--- src/rtl/modn_ctr_seq_pkg.sv ---
// Shared definitions for the mod-N counter sequencer: FSM state encoding
// and the default datapath geometry.
package modn_ctr_seq_pkg;

  localparam int WIDTH_DEF     = 4;
  localparam int N_DEFAULT_DEF = 10;
  localparam int WRAPW_DEF     = 8;

  typedef enum logic [1:0] {
    ST_IDLE = 2'd0,
    ST_RUN  = 2'd1,
    ST_HOLD = 2'd2,
    ST_DONE = 2'd3
  } state_t;

endpackage

--- src/rtl/modn_ctr_seq_core.sv ---
// Counter core: a WIDTH-bit count register that wraps at mod-1, with a
// synchronous clear that takes priority over the count enable.
import modn_ctr_seq_pkg::*;

module modn_ctr_seq_core #(
  parameter int WIDTH = WIDTH_DEF
) (
  input  logic             clk,
  input  logic             rst,
  input  logic             en,
  input  logic             clr,
  input  logic [WIDTH-1:0] mod,
  output logic [WIDTH-1:0] out,
  output logic             tc
);

  // Wrap decode straight off the registered count, so tc has no extra latency.
  assign tc = (out == mod - WIDTH'(1));

  // Count register: clear wins, otherwise advance and wrap when enabled.
  // NOTE: sequential state uses non-blocking (<=) so every flop samples pre-edge values.
  always_ff @(posedge clk or negedge rst) begin
    if (!rst) begin
      out <= '0;
    end else if (clr) begin
      out <= '0;
    end else if (en) begin
      out <= tc ? '0 : out + WIDTH'(1);
    end
  end

endmodule

--- src/rtl/modn_ctr_seq.sv ---
// Sequencer for the mod-N counter: accepts configuration in IDLE, runs,
// pauses and stops the core, counts wraps and pulses done at run end.
import modn_ctr_seq_pkg::*;

module modn_ctr_seq #(
  parameter int WIDTH     = WIDTH_DEF,
  parameter int N_DEFAULT = N_DEFAULT_DEF,
  parameter int WRAPW     = WRAPW_DEF
) (
  input  logic             clk,
  input  logic             rst,
  input  logic             cfg_valid,
  output logic             cfg_ready,
  input  logic [WIDTH-1:0] cfg_mod,
  input  logic [WRAPW-1:0] cfg_wraps,
  input  logic             start,
  input  logic             pause,
  input  logic             stop,
  output logic [WIDTH-1:0] out,
  output logic             tc,
  output logic             busy,
  output logic             done
);

  state_t           state, state_next;
  logic [WIDTH-1:0] mod_r;
  logic [WRAPW-1:0] wraps_r;
  logic [WRAPW-1:0] wrap_cnt;
  logic             core_en, core_clr, core_tc;
  logic             run_wrap, wrap_last;

  modn_ctr_seq_core #(.WIDTH(WIDTH)) u_core (
    .clk (clk),
    .rst (rst),
    .en  (core_en),
    .clr (core_clr),
    .mod (mod_r),
    .out (out),
    .tc  (core_tc)
  );

  // A terminal-count edge that actually advances the counter in RUN.
  assign run_wrap  = (state == ST_RUN) && !stop && !pause && core_tc;
  // This wrap completes the programmed run (never true when free-running).
  assign wrap_last = (wraps_r != '0) && (wrap_cnt == wraps_r - WRAPW'(1));

  // State register.
  always_ff @(posedge clk or negedge rst) begin
    if (!rst) state <= ST_IDLE;
    else      state <= state_next;
  end

  // Next-state logic: stop beats pause beats counting.
  // NOTE: every always_comb output gets a default first so no latch is inferred.
  always_comb begin
    state_next = state;
    unique case (state)
      ST_IDLE: if (start) state_next = ST_RUN;
      ST_RUN: begin
        if (stop)                       state_next = ST_IDLE;
        else if (pause)                 state_next = ST_HOLD;
        else if (run_wrap && wrap_last) state_next = ST_DONE;
      end
      ST_HOLD: begin
        if (stop)        state_next = ST_IDLE;
        else if (!pause) state_next = ST_RUN;
      end
      ST_DONE: state_next = ST_IDLE;
      default: state_next = ST_IDLE;
    endcase
  end

  // Output decode and core control; the core is held clear outside a live run.
  always_comb begin
    cfg_ready = (state == ST_IDLE);
    busy      = (state == ST_RUN) || (state == ST_HOLD);
    done      = (state == ST_DONE);
    tc        = (state == ST_RUN) && core_tc;
    core_en   = (state == ST_RUN) && !stop && !pause;
    core_clr  = (state == ST_IDLE) || (state_next == ST_IDLE) || (state_next == ST_DONE);
  end

  // Configuration registers: load only on an accepted offer; illegal moduli fall back.
  always_ff @(posedge clk or negedge rst) begin
    if (!rst) begin
      mod_r   <= WIDTH'(N_DEFAULT);
      wraps_r <= '0;
    end else if (cfg_valid && cfg_ready) begin
      mod_r   <= (cfg_mod < WIDTH'(2)) ? WIDTH'(N_DEFAULT) : cfg_mod;
      wraps_r <= cfg_wraps;
    end
  end

  // Wrap counter: cleared at start, saturating so a free run never rolls over.
  always_ff @(posedge clk or negedge rst) begin
    if (!rst) begin
      wrap_cnt <= '0;
    end else if ((state == ST_IDLE) && start) begin
      wrap_cnt <= '0;
    end else if (run_wrap && (wrap_cnt != '1)) begin
      wrap_cnt <= wrap_cnt + WRAPW'(1);
    end
  end

endmodule

--- config.mk ---
export PLATFORM = sky130hd
export DESIGN_NAME = modn_ctr_seq
export DESIGN_NICKNAME = d
export VERILOG_FILES = /design/src/rtl/modn_ctr_seq_pkg.sv /design/src/rtl/modn_ctr_seq_core.sv /design/src/rtl/modn_ctr_seq.sv
export SDC_FILE = /design/constraint.sdc
export NUM_CORES = 1
export LEC_CHECK = 0
export CAP_MARGIN = 10
export CELL_PAD_IN_SITES_DETAIL_PLACEMENT = 1
export CELL_PAD_IN_SITES_GLOBAL_PLACEMENT = 1
export CORE_MARGIN = 3
export CORE_UTILIZATION = 25
export DETAILED_ROUTE_END_ITERATION = 12
export PLACE_DENSITY_LB_ADDON = 0.1
export SLEW_MARGIN = 20
export SYNTH_ARGS = -nofsm -noshare
export SYNTH_HDL_FRONTEND = slang
export SYNTH_SLANG_ARGS = --single-unit
--- constraint.sdc ---
create_clock -name clk -period 2.6 [get_ports clk]
set_input_delay 0.78 -clock clk [delete_from_list [all_inputs] [get_ports clk]]
set_output_delay 0.78 -clock clk [all_outputs]
set_load 0.03 [all_outputs]
Word-level counts from Yosys, hierarchy flattened
Cells that the tools add are included.
{"block": "word_totals", "regBits": 26, "input_bits": 18, "wordCells": 49}
{"block": "classes", "addsub": 4, "magnitude_cmp": 1, "eq_ne": 7, "n_mux": 13, "n_reduce_logical": 19}
{"operator": "2-to-1 mux 4 bit", "n": 4}
{"operator": "2-to-1 mux 8 bit", "n": 2}
{"operator": "2-to-1 mux 2 bit", "n": 6}
{"operator": "logical AND 1 bit", "n": 9}
{"operator": "adder 8 x 1 -> 8 bit (second input constant)", "n": 1}
{"operator": "== test 8 bit", "n": 1}
{"operator": "inequality test 8 bit (second input constant)", "n": 1}
{"operator": "one-hot mux 2 bit (4 select lines)", "n": 1}
{"operator": "nonzero test 8 bit", "n": 1}
{"operator": "subtractor 8 x 1 -> 8 bit (second input constant)", "n": 1}
{"operator": "== test 2 bit (second input constant)", "n": 3}
{"operator": "adder 4 x 1 -> 4 bit (second input constant)", "n": 1}
{"operator": "== test 4 bit", "n": 1}
{"operator": "zero test 2 bit", "n": 2}
{"operator": "less-than comparator 4 x 2 -> 1 bit (second input constant)", "n": 1}
{"operator": "nonzero test 2 bit", "n": 2}
{"operator": "subtractor 4 x 1 -> 4 bit (second input constant)", "n": 1}
{"operator": "logical OR 1 bit", "n": 3}
{"operator": "== test 2 x 1 -> 1 bit (second input constant)", "n": 1}
{"operator": "zero test 1 bit", "n": 2}

Logic depth before layout (Yosys ltp)
Gate-level depths: netlist (run 1).
{"block": "logic_depth", "depth_word": 13, "depth_mapped": 10}

Modules after synthesis
A second synthesis (run 1) with hierarchy kept.
{"block": "hier_totals", "hier_cells": 178, "area_unflattened_um2": 1774.2}
{"mod": "modn_ctr_seq", "n_inst": 1, "cells_each": 146, "area_per_inst_um2": 1441.4, "seq_area_each_um2": 553.0}
{"mod": "modn_ctr_seq_core", "n_inst": 1, "cells_each": 32, "area_per_inst_um2": 332.8, "seq_area_each_um2": 100.1}

Least setup slack after synthesis (run 1)
No wires, ideal clock.
{"block": "synth_timing", "kind": "reg-to-output", "startpoint": "register mod_r[1]", "endpoint": "output tc", "arrival_ns": 1.499, "t_required_ns": 1.820, "setup_slack_ns": 0.321, "stages_incl_launch_ff": 6, "path_buffers": 0, "path_cell_list": "dfstp_2 > inv_1 > ha_1 > xor2_1 > and4_1 > and2_1"}
{"block": "synth_via", "elab_chain_cells": 3}
{"element": "start, declared", "line_no": "modn_ctr_seq.sv:26", "source": "logic [WIDTH-1:0] mod_r;"}
{"element": "start signal, assigned", "line_no": "modn_ctr_seq.sv:86", "source": "mod_r <= WIDTH'(N_DEFAULT);"}
{"element": "start signal, assigned", "line_no": "modn_ctr_seq.sv:89", "source": "mod_r <= (cfg_mod < WIDTH'(2)) ? WIDTH'(N_DEFAULT) : cfg_mod;"}
{"element": "subtractor 4 x 1 -> 4 bit", "line_no": "modn_ctr_seq_core.sv:18", "source": "assign tc = (out == mod - WIDTH'(1));"}
{"element": "== test 4 bit", "line_no": "modn_ctr_seq_core.sv:18"}
{"element": "logical AND 1 bit", "line_no": "modn_ctr_seq.sv:78", "source": "tc = (state == ST_RUN) && core_tc;"}
{"element": "end, declared", "line_no": "modn_ctr_seq.sv:20", "source": "output logic tc,"}
Every way passes these cells.

Worst setup path in the final report (run 1)
Same ends and word-level chain as after synthesis.

==> flow_summary.toml, run 1 <==
[synth]
ys_warn_count = 0
synth_nets = 201
yosysUniqueCellTypes = 43
synth-async-reset-ratio = 1.00
synth.largest_area_cell = "dfrtp_1"
synth_top_family_by_area = "simple AND/OR/NAND/NOR gates"
synth_area_sq_um = 1670
avgSynthCellArea_sq_um = 9.62
yosys.area.top_type_share = 0.359
synth_ff_type = "dfrtp_1"
synth_mux_area_frac = 0.0665
synth_enable_flop_cells = 0
synthAdderAreaFrac = 0.0673
synthTopCellsByArea = "dfrtp_1 (36%), ha_1 (6.7%), xor2_1 (6.3%)"
ys_seq_area_frac = 0.390
synth_xor_area_frac = 0.120
yosys_register_bits = 26
synth-compound-area-share = 0.107
syn_inst = 174
yosys.area_share.simple = 0.210

[power_and_ir_drop]
leakagePower_nw = 0.929
power_density_nw_per_um2 = 912
ir_drop_mv = 0.353

[clock_tree]
cts_tree = "yes"
clock_latency_ns = 0.27
clk_path_buf_depth = 2
clkSlewWorstSetupHoldPaths_ns = 0.09
cts_made_buffers = 3
hold_buffers = 0
htreeDepth = 1
cts-root-buf = "clkbuf_8"
cts_sinks = 26

[finish]
antenna-diode-count = 0
drive_gt1_frac = 0.227
syn_to_final_growth_pct = 33.0
fin_util = 0.347
nets = 239
fin_area_sq_um = 2230
final_cell_count_no_fill = 288

[worst_setup_path]
worstPathCellList = "inv_2 > ha_4 > xor2_2 > and4_4 > and2_4 > buf_6"
cp_slowest_cell = "dfstp_2"
crit_required_ns = 1.82
path_max_fanout = 2
criticalPathCategory = "register to output port"
crit_family = "flip-flops"
startpoint_type = "register"
cpPeakStageDelay_ns = 0.55
end_kind = "output port"
path_buf_inv = 2
cp.arrival_ns = 1.76

[drt]
vias = 1387
drt_iter0_drc = 24
wl_um = 4230
wire_per_inst_um = 14.7
via_per_inst = 4.82
route.detailed.drc = 0
ant_nets = 0
firstDrtPassIters = 4

[floorplanning]
core_area_sq_um = 6420
io_pins = 26
die_h_um = 87.8
initial_core_util = 0.261
rows = 29
die_w_um = 87.8
dieArea_sq_um = 7710

[global_route]
grt_pass1_vias = 1524
grt_max_degree = 27
grt_pass1_wl_um = 7200
grt_overflow = 0
antenna_found_initial = 0
grt.total_usage = 0.117

[timing]
clock.fmax_mhz = 394
slew_headroom = 0.636
maxSlewViolCount = 0
rsz0062_at_grt = "true"
fin_crit_ns = 2.54
min_period_over_period = 0.975
tightest_slew_ns = 0.545
finalHoldViolCount = 0
setup_viol = 0
fin_skew_ns = 0.00918
tns_ns = 0

[placed_design]
placed_cell_area_sq_um = 2070
io_buffers = 25
place_hpwl_um = 3310
gp_congestion = 0.794
placed_cells = 281

[flow_run]
cap_violations = 0

[run_status]
outcome = "finished, final reports clean"

[worst_hold_path]
min_path_type = "register to register"
## routing by layer
layer	global-route usage	wire length, um	vias up	share of wire
met5	0	0	-	0
met4	0.0418	43	0	0.010
met3	0.0160	111	4	0.026
met2	0.202	2050	20	0.48
met1	0.149	2020	682	0.48
li1	-	-	681	-
## stage by stage
step / worst slack (ns) / hold WS (ns) / total power, mW
3_5_place_dp: -0.238 / 0.493 / 1.65
6_report: 0.0638 / 0.505 / 2.03
3_3_place_gp: -0.113 / 0.485 / 1.61
2_1_floorplan: 0.321 / 0.464 / 1.36
4_1_cts: 0.00397 / 0.507 / 1.95
5_1_grt: -0.0474 / 0.542 / 2.21
## power breakdown
part           internal (mW)  switching (mW)  leakage [nW]  total (mW)
Clock                  0.110           0.130        0.0228       0.239
Combinational          0.527           0.566         0.575        1.09
Sequential             0.528           0.169         0.332       0.697
Total                   1.16           0.865         0.929        2.03
## flip-flops by register name (all words and copies together), names as in the netlist
register / count
wrap_cnt: 8
wraps_r: 8
mod_r: 4
u_core.out: 4
state: 2
## Yosys cell counts, types with 3 or more instances
library cell  instances
nand2_1              11
a21oi_1               7
dfrtp_1              24
nor2_1               17
inv_1                10
nor2b_1               3
mux2_2                9
xnor2_1              11
nor3_1                6
xor2_1               12
nand3_1               3
a31oi_1               3
and2_1                3
ha_1                  9
nand4_1               6
o21ai_0               7
## tightest hold or removal path, delay by kind of cell, from the launching register on
kind | cells | cell delay (ns)
simple gates | 1 | 0.05
compound gates | 1 | 0.07
flops | 1 | 0.38
## layout by cell type (no fill, tap or decap), types with 8 or more instances in the layout
cell             synthesis  final
clkdlybuf4s50_1          0     24
dfrtp_1                 24     23
nor2_1                  17     17
buf_4                    1     13
nand2_1                 11     11
xor2_1                  12     11
xnor2_1                 11     10
inv_1                   10      9
mux2_2                   9      9
ha_1                     9      8
## timing repair
| action | 4_1_cts | 5_1_grt |
|---|---|---|
| buffers inserted | 1 | 2 |
| gates resized for setup | 5 | 11 |
| endpoints found under the setup margin | 1 | 4 |
| pin swaps | 1 | 9 |
## layout make-up
type	count	area (sq um)
Sequential cell	26	654
Multi-Input combinational cell	132	1040
Tap cell	77	96.3
Fill cell	731	4200
Clock buffer	4	45.0
Timing Repair Buffer	38	349
Inverter	11	41.3
## final timing paths
check                                       startpoint                        end  slack [ns]  cells past startpoint
worst min register to register    mod_r[3]$_DFFE_PN1P_       mod_r[3]$_DFFE_PN1P_        0.50                      2
worst min-delay path              mod_r[3]$_DFFE_PN1P_       mod_r[3]$_DFFE_PN1P_        0.50                      2
worst max-delay path              mod_r[1]$_DFFE_PN1P_                         tc        0.06                      6
min in group asynchronous                          rst     wraps_r[6]$_DFFE_PN0P_        0.87                      2
worst max register to register  wraps_r[1]$_DFFE_PN0P_  u_core.out[3]$_DFFE_PN0P_        0.10                      9
max in group asynchronous                          rst       mod_r[1]$_DFFE_PN1P_        1.41                      2
## cells by family after synthesis
group,count (synthesis)
xor gates and xnor gates,23
and+or+nand+nor,63
DFF,26
buffers and inverters,16
AOI/OAI and AO/OA,27
adders and majority gates,9
muxes,10
(Power assumes the default switching activity.)
==> inputs of run 2 (changes only) <==
- PLACE_DENSITY: not set -> 0.57
- PLACE_DENSITY_LB_ADDON: 0.1 -> not set
==> flow_summary.toml, run 2 (synthesized netlist as in run 1, its figures left out) <==
[power_and_ir_drop]
power_density_nw_per_um2 = 943
swShare = 0.400
leakagePower_nw = 0.961
ir_drop_mv = 0.313
power_frac_clock = 0.157
seq_power_share = 0.325
p_sw_uw = 853
intPower_mw = 1.28
combPwrFrac = 0.518

[floorplanning]
die_h_um = 87.8
rows = 29
dieArea_sq_um = 7710
die_w_um = 87.8
io_pins = 26
initial_core_util = 0.261
core_area_sq_um = 6420

[finish]
nets = 241
drive_gt1_frac = 0.235
layout_common_cells = "clkdlybuf4s50_1 (23), dfrtp_1 (23), nor2_1 (17), buf_4 (15)"
fin_util = 0.352
antenna-diode-count = 0
syn_to_final_growth_pct = 34.9
reg_top3 = "wrap_cnt (8), wraps_r (8)"
regArea_sq_um = 654
multi_input_area_sq_um = 1030
fillers = 733

[flow_run]
cap_violations = 0

[drt]
wire_per_inst_um = 13.8
route.detailed.drc = 0
vias = 1370
wl_um = 4000
via_per_inst = 4.72
ant_nets = 0
drt_iter0_drc = 22
firstDrtPassIters = 4

[timing]
finalHoldViolCount = 0
maxSlewViolCount = 0
clock.fmax_mhz = 390
tns_ns = 0
fin_crit_ns = 2.56
fin_skew_ns = 0.00409
rsz0062_at_grt = "true"
min_period_over_period = 0.986
slew_headroom = 0.636
tightest_slew_ns = 0.545
setup_viol = 0

[clock_tree]
htreeDepth = 1
hold_buffers = 0
cts-root-buf = "clkbuf_8"
clk_path_buf_depth = 2
cts_tree = "yes"
cts_sinks = 26
clock_latency_ns = 0.27
cts_made_buffers = 3
clkSlewWorstSetupHoldPaths_ns = 0.09

[global_route]
grt_pass1_wl_um = 6720
grt_pass1_vias = 1409
antenna_found_initial = 0
grt_overflow = 0
grt.total_usage = 0.111
grt_max_degree = 27

[worst_setup_path]
end_kind = "output port"
crit_required_ns = 1.82
path_max_fanout = 2
criticalPathCategory = "register to output port"
startpoint_type = "register"
cp.arrival_ns = 1.78

[placed_design]
place_hpwl_um = 3030
io_buffers = 25
gp_congestion = 0.699

[run_status]
outcome = "finished, final reports clean"

[worst_hold_path]
min_path_type = "register to register"
-- run 2: final timing paths --
path	cells past startpoint	startpoint	slack, ns	endpoint
max reg2reg	9	wraps_r[1]$_DFFE_PN0P_	0.16	u_core.out[3]$_DFFE_PN0P_
min	2	mod_r[3]$_DFFE_PN1P_	0.50	mod_r[3]$_DFFE_PN1P_
max in group asynchronous	2	rst	1.42	mod_r[1]$_DFFE_PN1P_
max	6	mod_r[1]$_DFFE_PN1P_	0.04	tc
min in group asynchronous	2	rst	0.88	state[1]$_DFF_PN0_
min reg2reg	2	mod_r[3]$_DFFE_PN1P_	0.50	mod_r[3]$_DFFE_PN1P_
-- run 2: per-layer routing --
| layer | GRT usage | share of wire | up-vias | routed length, um |
|---|---|---|---|---|
| li1 | - | - | 683 | - |
| met1 | 0.147 | 0.47 | 667 | 1890 |
| met2 | 0.184 | 0.49 | 18 | 1960 |
| met3 | 0.0151 | 0.027 | 2 | 108 |
| met4 | 0.0377 | 0.0095 | 0 | 38 |
| met5 | 0 | 0 | - | 0 |
-- run 2: layout make-up --
class | instances | area share
multi-input cells | 132 | 0.455
repair buffers | 40 | 0.162
clock buffers | 3 | 0.0183
flip-flops and latches | 26 | 0.290
well taps | 77 | 0.0427
clock inverters | 1 | 0.0133
inverters | 11 | 0.0183
-- run 2: what timing repair did --
| item | 4_1_cts | 5_1_grt |
|---|---|---|
| setup buffers | 3 | 2 |
| setup endpoints to repair | 1 | 5 |
| resized for setup | 4 | 12 |
| pin swaps | 3 | 7 |
-- run 2: power by group through the flow --
stage          logic (mW)  registers [mW]  clock network (mW)
2_1_floorplan       0.702           0.654                   0
3_3_place_gp        0.942           0.685                   0
3_5_place_dp        0.945           0.690                   0
4_1_cts              1.02           0.683               0.356
5_1_grt              1.23           0.720               0.368
6_report             1.10           0.692               0.335
-- run 2: per-stage QoR --
stage | power, mW | instances | setup WS [ns] | hold slack [ns] | cell area (sq um)
after floorplan | 1.36 | 174 | 0.321 | 0.464 | 1670
after global placement | 1.63 | 281 | -0.141 | 0.487 | 2070
after detailed placement | 1.64 | 281 | -0.283 | 0.489 | 2070
after CTS | 2.06 | 288 | -0.00552 | 0.504 | 2180
after global routing | 2.32 | 290 | -0.0599 | 0.529 | 2260
final | 2.13 | 290 | 0.0368 | 0.498 | 2260
-- run 2: worst max-delay path, cell delays in order, from the launching register on --
cell     delay, ns
dfstp_2       0.55
inv_2         0.05
ha_4          0.26
xor2_2        0.15
and4_4        0.25
and2_4        0.13
buf_6         0.12
